`src/rtl/starter_pkg.sv`:
```
// rtl/starter_pkg.sv - shared constants and beat type for the starter stream family
// Contents:
//   STARTER_DATA_W  default beat width
//   STARTER_DEPTH   default buffer depth
//   starter_beat_t  {data, valid} beat record for agents and scoreboards
package starter_pkg;

   localparam int STARTER_DATA_W = 8;
   localparam int STARTER_DEPTH  = 16;

   typedef struct packed {
      logic [STARTER_DATA_W-1:0] data;
      logic                      valid;
   } starter_beat_t;

endpackage

```
`src/rtl/starter_fifo_mem.sv`:
```
// rtl/starter_fifo_mem.sv - DATA_W x DEPTH register array, one write port, one async read port
// Ports:
//   clk    clock, write on rising edge
//   we     write enable
//   waddr  write address
//   wdata  write data
//   raddr  read address
//   rdata  combinational read data at raddr
module starter_fifo_mem
   import starter_pkg::*;
#(
   parameter int DATA_W = STARTER_DATA_W,
   parameter int DEPTH  = STARTER_DEPTH
) (
   input  logic                     clk,
   input  logic                     we,
   input  logic [$clog2(DEPTH)-1:0] waddr,
   input  logic [DATA_W-1:0]        wdata,
   input  logic [$clog2(DEPTH)-1:0] raddr,
   output logic [DATA_W-1:0]        rdata
);

   logic [DATA_W-1:0] mem [DEPTH];

   // Contents are deliberately not reset; validity is tracked by the level counter.
   always_ff @(posedge clk) begin
      if (we) begin
         mem[waddr] <= wdata;
      end
   end

   assign rdata = mem[raddr];

endmodule

```
`src/rtl/starter_stream_buffer.sv`:
```
// rtl/starter_stream_buffer.sv - push-only stream to valid/ready FIFO with level, afull and drop accounting
// Ports:
//   clk, rst            clock; asynchronous active-high reset
//   in_data, in_valid   push-only input stream, no backpressure
//   out_data, out_valid first-word fall-through head of FIFO
//   out_ready           consumer accepts the head this cycle
//   level               current occupancy (0..DEPTH)
//   afull               level >= AFULL_TH
//   overflow            sticky, set when a beat is dropped
//   drop_cnt            saturating count of dropped beats
//   clr_ovf             synchronous clear of overflow and drop_cnt
module starter_stream_buffer
   import starter_pkg::*;
#(
   parameter int DATA_W   = STARTER_DATA_W,
   parameter int DEPTH    = STARTER_DEPTH,
   parameter int AFULL_TH = 12,
   parameter int DROP_W   = 16
) (
   input  logic                   clk,
   input  logic                   rst,
   input  logic [DATA_W-1:0]      in_data,
   input  logic                   in_valid,
   output logic [DATA_W-1:0]      out_data,
   output logic                   out_valid,
   input  logic                   out_ready,
   output logic [$clog2(DEPTH):0] level,
   output logic                   afull,
   output logic                   overflow,
   output logic [DROP_W-1:0]      drop_cnt,
   input  logic                   clr_ovf
);

   localparam int PTR_W = $clog2(DEPTH);
   localparam int LVL_W = PTR_W + 1;
   localparam logic [LVL_W-1:0]  LVL_FULL  = LVL_W'(DEPTH);
   localparam logic [LVL_W-1:0]  LVL_AFULL = LVL_W'(AFULL_TH);
   localparam logic [DROP_W-1:0] DROP_MAX  = '1;

   logic [PTR_W-1:0] wr_ptr;
   logic [PTR_W-1:0] rd_ptr;
   logic [LVL_W-1:0] level_nxt;
   logic             full;
   logic             pop;
   logic             push_ok;
   logic             drop;

   assign out_valid = (level != '0);
   assign full      = (level == LVL_FULL);
   assign pop       = out_valid & out_ready;
   // A full buffer still accepts a beat when the head leaves in the same cycle.
   assign push_ok   = in_valid & (~full | pop);
   assign drop      = in_valid & full & ~pop;

   always_comb begin
      level_nxt = level;
      case ({push_ok, pop})
         2'b10:   level_nxt = level + LVL_W'(1);
         2'b01:   level_nxt = level - LVL_W'(1);
         default: level_nxt = level;
      endcase
   end

   always_ff @(posedge clk or posedge rst) begin
      if (rst) begin
         wr_ptr <= '0;
         rd_ptr <= '0;
         level  <= '0;
         afull  <= 1'b0;
      end else begin
         if (push_ok) begin
            wr_ptr <= wr_ptr + PTR_W'(1);
         end
         if (pop) begin
            rd_ptr <= rd_ptr + PTR_W'(1);
         end
         level <= level_nxt;
         // Registered from the next level so afull lines up with level.
         afull <= (level_nxt >= LVL_AFULL);
      end
   end

   // A drop in the same cycle as clr_ovf wins: the counter restarts at one.
   always_ff @(posedge clk or posedge rst) begin
      if (rst) begin
         overflow <= 1'b0;
         drop_cnt <= '0;
      end else if (drop) begin
         overflow <= 1'b1;
         if (clr_ovf) begin
            drop_cnt <= DROP_W'(1);
         end else if (drop_cnt != DROP_MAX) begin
            drop_cnt <= drop_cnt + DROP_W'(1);
         end
      end else if (clr_ovf) begin
         overflow <= 1'b0;
         drop_cnt <= '0;
      end
   end

   starter_fifo_mem #(
      .DATA_W (DATA_W),
      .DEPTH  (DEPTH)
   ) u_mem (
      .clk   (clk),
      .we    (push_ok),
      .waddr (wr_ptr),
      .wdata (in_data),
      .raddr (rd_ptr),
      .rdata (out_data)
   );

   a_level_bound : assert property (@(posedge clk) disable iff (rst) level <= LVL_FULL);
   a_no_empty_pop : assert property (@(posedge clk) disable iff (rst) pop |-> (level != '0));
   a_stall_stable : assert property (@(posedge clk) disable iff (rst)
      (out_valid & ~out_ready) |=> (out_valid & $stable(out_data)));

endmodule

```
`config.mk`:
```
export PLATFORM = sky130hd
export DESIGN_NAME = starter_stream_buffer
export DESIGN_NICKNAME = d
export VERILOG_FILES = /design/src/rtl/starter_pkg.sv /design/src/rtl/starter_fifo_mem.sv /design/src/rtl/starter_stream_buffer.sv
export SDC_FILE = /design/constraint.sdc
export NUM_CORES = 1
export LEC_CHECK = 0
export CORE_MARGIN = 10
export CORE_UTILIZATION = 46
export DETAILED_ROUTE_END_ITERATION = 16
export DONT_BUFFER_PORTS = 1
export GPL_ROUTABILITY_DRIVEN = 0
export GPL_TIMING_DRIVEN = 1
export HOLD_SLACK_MARGIN = 0.12
export PLACE_DENSITY = 0.61
export RECOVER_POWER = 50
export SYNTH_ARGS = -nofsm -noshare
export SYNTH_HDL_FRONTEND = slang
export SYNTH_SLANG_ARGS = --single-unit
export TNS_END_PERCENT = 5
```
`constraint.sdc`:
```
create_clock -name clk -period 3.1 [get_ports clk]
set_clock_uncertainty 0.1 [all_clocks]
set_input_delay 0 -clock clk [delete_from_list [all_inputs] [get_ports clk]]
set_output_delay 0 -clock clk [all_outputs]
set_load 0.005 [all_outputs]
```
======== After elaboration in Yosys (flattened, before gate mapping) ========
Memories as Yosys holds them, arrays and structs flattened.
Index checks and enable logic that the tools add are counted.
storage, ports and cells
  register bits after elaboration ......... 31
  bits in writable memories ............... 128
  bits of input ports ..................... 13
  memories ................................ 1
operators by class
  $add $sub $neg .......................... 5
  magnitude comparators ................... 1
  equality and inequality tests ........... 4
  multiplexer cells ....................... 9
  bitwise operators ....................... 7
  reduce and logical (&&, ||, !) cells .... 4
memory list
  memory     words  bits a word  rd ports  clocked after memory_dff  write ports  RTL line                source
  u_mem.mem  16     8            1         0                         1            starter_fifo_mem.sv:23  logic [DATA_W-1:0] mem [DEPTH];
operators by type and width
  cell                                                                                  number
  16-bit 2-to-1 mux                                                                     4
  16-bit by 1-bit adder with 16-bit output (second input constant)                      1
  16-bit != test (second input constant)                                                1
  5-bit case mux with 2 select lines                                                    1
  4-bit by 1-bit adder with 4-bit output (second input constant)                        2
  5-bit by 1-bit adder with 5-bit output (second input constant)                        1
  5-bit equality test (second input constant)                                           1
  5-bit by 4-bit greater-or-equal comparator with 1-bit output (second input constant)  1
  5-bit nonzero test                                                                    1
  5-bit by 1-bit subtractor with 5-bit output (second input constant)                   1
  1-bit bitwise AND                                                                     4
  1-bit 2-to-1 mux                                                                      4
  2-bit nonzero test                                                                    2
  2-bit by 1-bit equality test with 1-bit output (second input constant)                1
  2-bit equality test (second input constant)                                           1
  1-bit inverter                                                                        2
  2-bit AND reduction                                                                   1
  1-bit OR                                                                              1

======== Longest topological paths before layout ========
  depth after elaboration ................. 7
  mapped depth ............................ 13
  gate-level depth less buffers ........... 11

======== Cells and area by module ========
Synthesis repeated with hierarchy kept, for this count alone.
unflattened totals
  cell total of the unflattened synthesis .. 385
  area total of the unflattened synthesis .. 6720.2 um2
by module, submodules not included
  module                 instances  cells an instance  area each (um2)
  starter_fifo_mem       1          221                4987.3
  starter_stream_buffer  1          164                1732.9

======== Worst setup path after synthesis ========
No wires, ideal clock.
  path kind ............................... reg2reg
  start ................................... register level[0]
  end ..................................... register afull
  arrival ................................. 2.700 ns
  path slack .............................. 0.182 ns
  stages on the path, launching flop included .. 14
  buffers on the path ..................... 2
  clock period less this slack ............ 2.918 ns
  path through ............................ dfrtp_1 > nor4_4 > nand2_1 > and2_1 > clkbuf_1 > ha_1 > clkbuf_1 > xor2_1 > ha_1 > a21oi_1 > xor2_1 > nor2_1 > xor2_1 > a21o_1
on the way
  word-level cells in the longest chain between the ends .. 7
  elaborated cells between the ends (all ways) .. 12
  classes of those cells .................. add/sub (2); order compare (1); eq/ne (3); mux (1); bitwise (4); reduce/logical (1)
RTL lines
  item                                                                                   RTL line                     source
  start: declaration                                                                     starter_stream_buffer.sv:27  output logic [$clog2(DEPTH):0] level,
  start signal: assignment                                                               starter_stream_buffer.sv:77  level <= level_nxt;
  5-bit nonzero test *                                                                   starter_stream_buffer.sv:48  assign out_valid = (level != '0);
  via out_valid                                                                          starter_stream_buffer.sv:25  output logic out_valid,
  1-bit bitwise AND *                                                                    starter_stream_buffer.sv:50  assign pop = out_valid & out_ready;
  via pop                                                                                starter_stream_buffer.sv:44  logic pop;
  1-bit OR                                                                               starter_stream_buffer.sv:52  assign push_ok = in_valid & (~full | pop);
  1-bit bitwise AND                                                                      starter_stream_buffer.sv:52
  2-bit by 1-bit equality test with 1-bit output or 2-bit equality test (tied branches)  starter_stream_buffer.sv:57  case ({push_ok, pop})
  5-bit case mux with 2 select lines *                                                   starter_stream_buffer.sv:57
  via level_nxt[2]                                                                       starter_stream_buffer.sv:42  logic [LVL_W-1:0] level_nxt;
  5-bit by 4-bit greater-or-equal comparator with 1-bit output *                         starter_stream_buffer.sv:79  afull <= (level_nxt >= LVL_AFULL);
  end signal: assignment                                                                 starter_stream_buffer.sv:79
  end: declaration                                                                       starter_stream_buffer.sv:28  output logic afull,
The timed path passes the listed nets; every way through them passes the cells marked *.
A chain may end at the register's enable or synchronous reset.

======== Worst setup path after layout ========
  start ................................... register level[2]
  end ..................................... register afull
on the way
  word-level cells in the longest chain between the ends .. 7
  elaborated cells between the ends (all ways) .. 12
  classes of those cells .................. add/sub (2); order compare (1); eq/ne (3); mux (1); bitwise (4); reduce/logical (1)
RTL lines
  item                                                                                   RTL line
  5-bit nonzero test *                                                                   starter_stream_buffer.sv:48
  via out_valid                                                                          starter_stream_buffer.sv:25
  1-bit bitwise AND *                                                                    starter_stream_buffer.sv:50
  1-bit OR                                                                               starter_stream_buffer.sv:52
  1-bit bitwise AND                                                                      starter_stream_buffer.sv:52
  2-bit by 1-bit equality test with 1-bit output or 2-bit equality test (tied branches)  starter_stream_buffer.sv:57
  5-bit case mux with 2 select lines *                                                   starter_stream_buffer.sv:57
  via level_nxt[2]                                                                       starter_stream_buffer.sv:42
  5-bit by 4-bit greater-or-equal comparator with 1-bit output *                         starter_stream_buffer.sv:79
Marked as above.

==> impl_metrics.py <==
metrics = {
    "power": {
        "p_leak_nw": 2.65,
        "power_switching_mw": 1.90,
        "p_per_area_nw_per_um2": 835,
        "finalPower_mw": 6.43,
        "pwr-share-seq": 0.436,
        "swShare": 0.295,
        "p_int_mw": 4.53,
        "peakVddDrop_v": 0.000420,
        "clock_power_share": 0.305,
        "comb_power_share": 0.259,
    },
    "cells_and_area": {
        "nets": 434,
        "fin_util": 0.548,
        "area_growth_pct": 15.4,
        "drive_gt1_frac": 0.252,
        "final_common_cell": "edfxtp_1",
        "design_area_um2": 7700,
        "num-fill-cells": 1079,
        "fin_cells": 605,
        "num_antenna_cells": 0,
        "final_cell_mix": "edfxtp_1 (128), mux4_2 (40), dfrtp_1 (30), buf_4 (21)",
    },
    "flow_run": {
        "timing.max_cap.violations": 1,
    },
    "clocking": {
        "cts_tree": "done",
        "clock-root-buffer": "clkbuf_16",
        "clock_latency_ns": 0.42,
        "htreeDepth": 4,
        "cts.path.max_buffers": 2,
        "cts_buffers": 17,
        "cts.sinks": 159,
        "path_clk_slew_ns": 0.06,
    },
    "placed_design": {
        "placed_cell_area_um2": 6980,
        "dp_slack_ns": 0.0561,
        "placed_cells": 556,
        "hpwl_um": 8950,
        "io_buffers": 0,
    },
    "synth": {
        "yosysSeqAreaShare": 0.692,
        "synth_warnings": 0,
        "netlist_area_um2": 6670,
        "yosys_most_used_dff": "edfxtp_1",
        "syn_avg_cell_area_um2": 17.9,
        "ys_types": 47,
        "async_flop_share": 0.195,
        "synthCells": 372,
        "ys_ff_latch": 159,
        "synth_nets": 394,
        "synth-edff-count": 128,
    },
    "timing": {
        "layout_setup_ws_ns": 0.242,
        "rsz0062_at_grt": "no",
        "slew_viol_final": 32,
        "finalSetupViolations": 0,
        "hold_ws_ns": 0.447,
        "fin_crit_ns": 2.86,
        "max_slew_margin": -0.128,
        "setup_tns_ns": 0,
        "worst_slew_pin_slew_ns": 1.69,
        "period_share": 0.922,
        "timing.fmax_mhz": 350,
        "hold_violations": 0,
    },
    "detailed_routing": {
        "drc_errors": 0,
        "totalWireLength_um": 14000,
        "antenna_left": 0,
        "vias_per_cell": 5.76,
        "dr_total_vias": 3483,
        "first_pass_iters": 4,
        "wl_per_cell_um": 23.1,
        "dr.first_iter.drc_count": 389,
    },
    "die": {
        "die-height_um": 140,
        "initial_core_util": 0.475,
        "die_area_um2": 19700,
        "die_w_um": 140,
        "core.rowCount": 43,
        "coreArea_um2": 14000,
        "ios": 45,
    },
    "grt": {
        "grt_start_max_net_pins": 36,
        "grt_pass1_vias": 3628,
        "track_usage": 0.147,
        "antenna_found_initial": 0,
        "grt_pass1_wl_um": 21900,
        "grt_overflow": 0,
    },
    "worst_setup_path": {
        "rr_startpoint": "level[2]",
        "required_ns": 3.32,
        "path_max_fanout": 8,
        "max_stage_delay_ns": 0.50,
        "crit_slowest_cell": "dfrtp_1",
        "cp_cell_sequence": "nor4_4, nand2_1, and2_1, ha_2, xor2_1, ha_1, a21oi_1, xor2_1, nor2_1, xor2_1, a21o_1",
        "worst_setup_path_start_kind": "flop",
        "critPathLaunch": "level[2]",
        "crit_type": "reg -> reg",
        "crit_top_cell": "xor2_1",
        "endpoint_kind": "flop",
        "cp.arrival_ns": 3.07,
    },
    "run_status": {
        "outcome": "finished, violations left",
        "violations": "max-capacitance violations, max-slew violations",
    },
    "hold_path": {
        "hp-start": "in_data[5]",
        "hold_class": "in -> reg",
    },
}
[worst max-delay path, delay by kind of cell (launching register included)]
family                   cells  cell delay (ns)
XOR/XNOR                     3             0.47
flip-flops                   1             0.50
AND/OR/NAND/NOR              4             0.82
adder cells (fa/ha/maj)      2             0.50
AO/OA/AOI/OAI                2             0.37
[state kept, by name, summed over array words and instances, names as in the netlist]
name / flops
afull: 1
drop_cnt: 16
level: 5
overflow: 1
rd_ptr: 4
u_mem.mem: 128
wr_ptr: 4
[synth_stat cells (2+ instances only)]
cell / count / share of area
nand2_1: 16 / 0.0090
inv_1: 8 / 0.0045
and4_4: 2 / 0.0034
nor3_1: 9 / 0.0068
nor2_1: 17 / 0.0096
xor2_1: 8 / 0.011
or3_1: 2 / 0.0019
o21ai_1: 3 / 0.0022
mux4_2: 40 / 0.14
nor2b_1: 2 / 0.0019
or4_1: 2 / 0.0022
xnor2_1: 12 / 0.016
o211ai_1: 3 / 0.0034
nand2b_1: 2 / 0.0019
dfrtp_1: 31 / 0.12
and3b_1: 2 / 0.0026
o21ai_0: 4 / 0.0030
and3_1: 5 / 0.0047
buf_1: 5 / 0.0028
nor4_1: 2 / 0.0019
clkbuf_1: 7 / 0.0039
a21o_1: 2 / 0.0022
nand3_1: 9 / 0.0068
nor3_2: 3 / 0.0045
edfxtp_1: 128 / 0.58
ha_1: 9 / 0.017
a21oi_1: 11 / 0.0083
buf_2: 3 / 0.0022
o31ai_1: 2 / 0.0022
nand4_1: 3 / 0.0028
buf_6: 4 / 0.0068
[power by group through the flow]
stage / combinational, mW / clock [mW] / sequential (mW)
final: 1.66 / 1.96 / 2.80
after global routing: 1.82 / 2.12 / 2.84
after CTS: 1.71 / 2.01 / 2.81
after detailed placement: 1.67 / 0 / 2.85
after global placement: 1.65 / 0 / 2.84
after floorplan: 1.31 / 0 / 2.73
[logic make-up (layout without fill, tap and decap cells)]
logic type / after synthesis / after routing / synth area share
fa+ha+maj: 9 / 9 / 0.0169
simple gates: 84 / 84 / 0.0758
mux: 42 / 42 / 0.138
xor+xnor: 20 / 20 / 0.0263
compound gates: 31 / 31 / 0.0300
buf+inv: 27 / 80 / 0.0203
flops: 159 / 159 / 0.692
[metal layers]
metal	global-route usage	wire, µm	share of wire
met5	0	0	0
met4	0.0495	162	0.012
met3	0.0473	863	0.062
met2	0.227	6890	0.49
met1	0.192	6050	0.43
[final cells by class]
class                           count  area [µm²]  area share
Clock buffer                       17         425      0.0553
Clock inverter                     15         138      0.0179
Inverter                            8        30.0     0.00390
Multi-Input combinational cell    186        1920       0.249
Sequential cell                   159        4620       0.600
Tap cell                          180         225      0.0293
Timing Repair Buffer               40         339      0.0441
[repair_timing]
action | in CTS | in global routing
resized for setup | 0 | 1
setup endpoints to repair | 0 | 3
hold endpoints to repair | 185 | 0
hold buffers | 15 | 0
setup buffers | 0 | 2
[path summary, 6_finish.rpt]
kind,depth (start not counted),slack [ns],endpoint
min in group asynchronous,4,1.06,afull
max in group asynchronous,4,0.73,rd_ptr[0]
max reg2reg,11,0.24,afull
min,1,0.45,u_mem.mem[9][5]
max,11,0.24,afull
min reg2reg,1,0.46,overflow
Power figures use the tool's default switching activity.
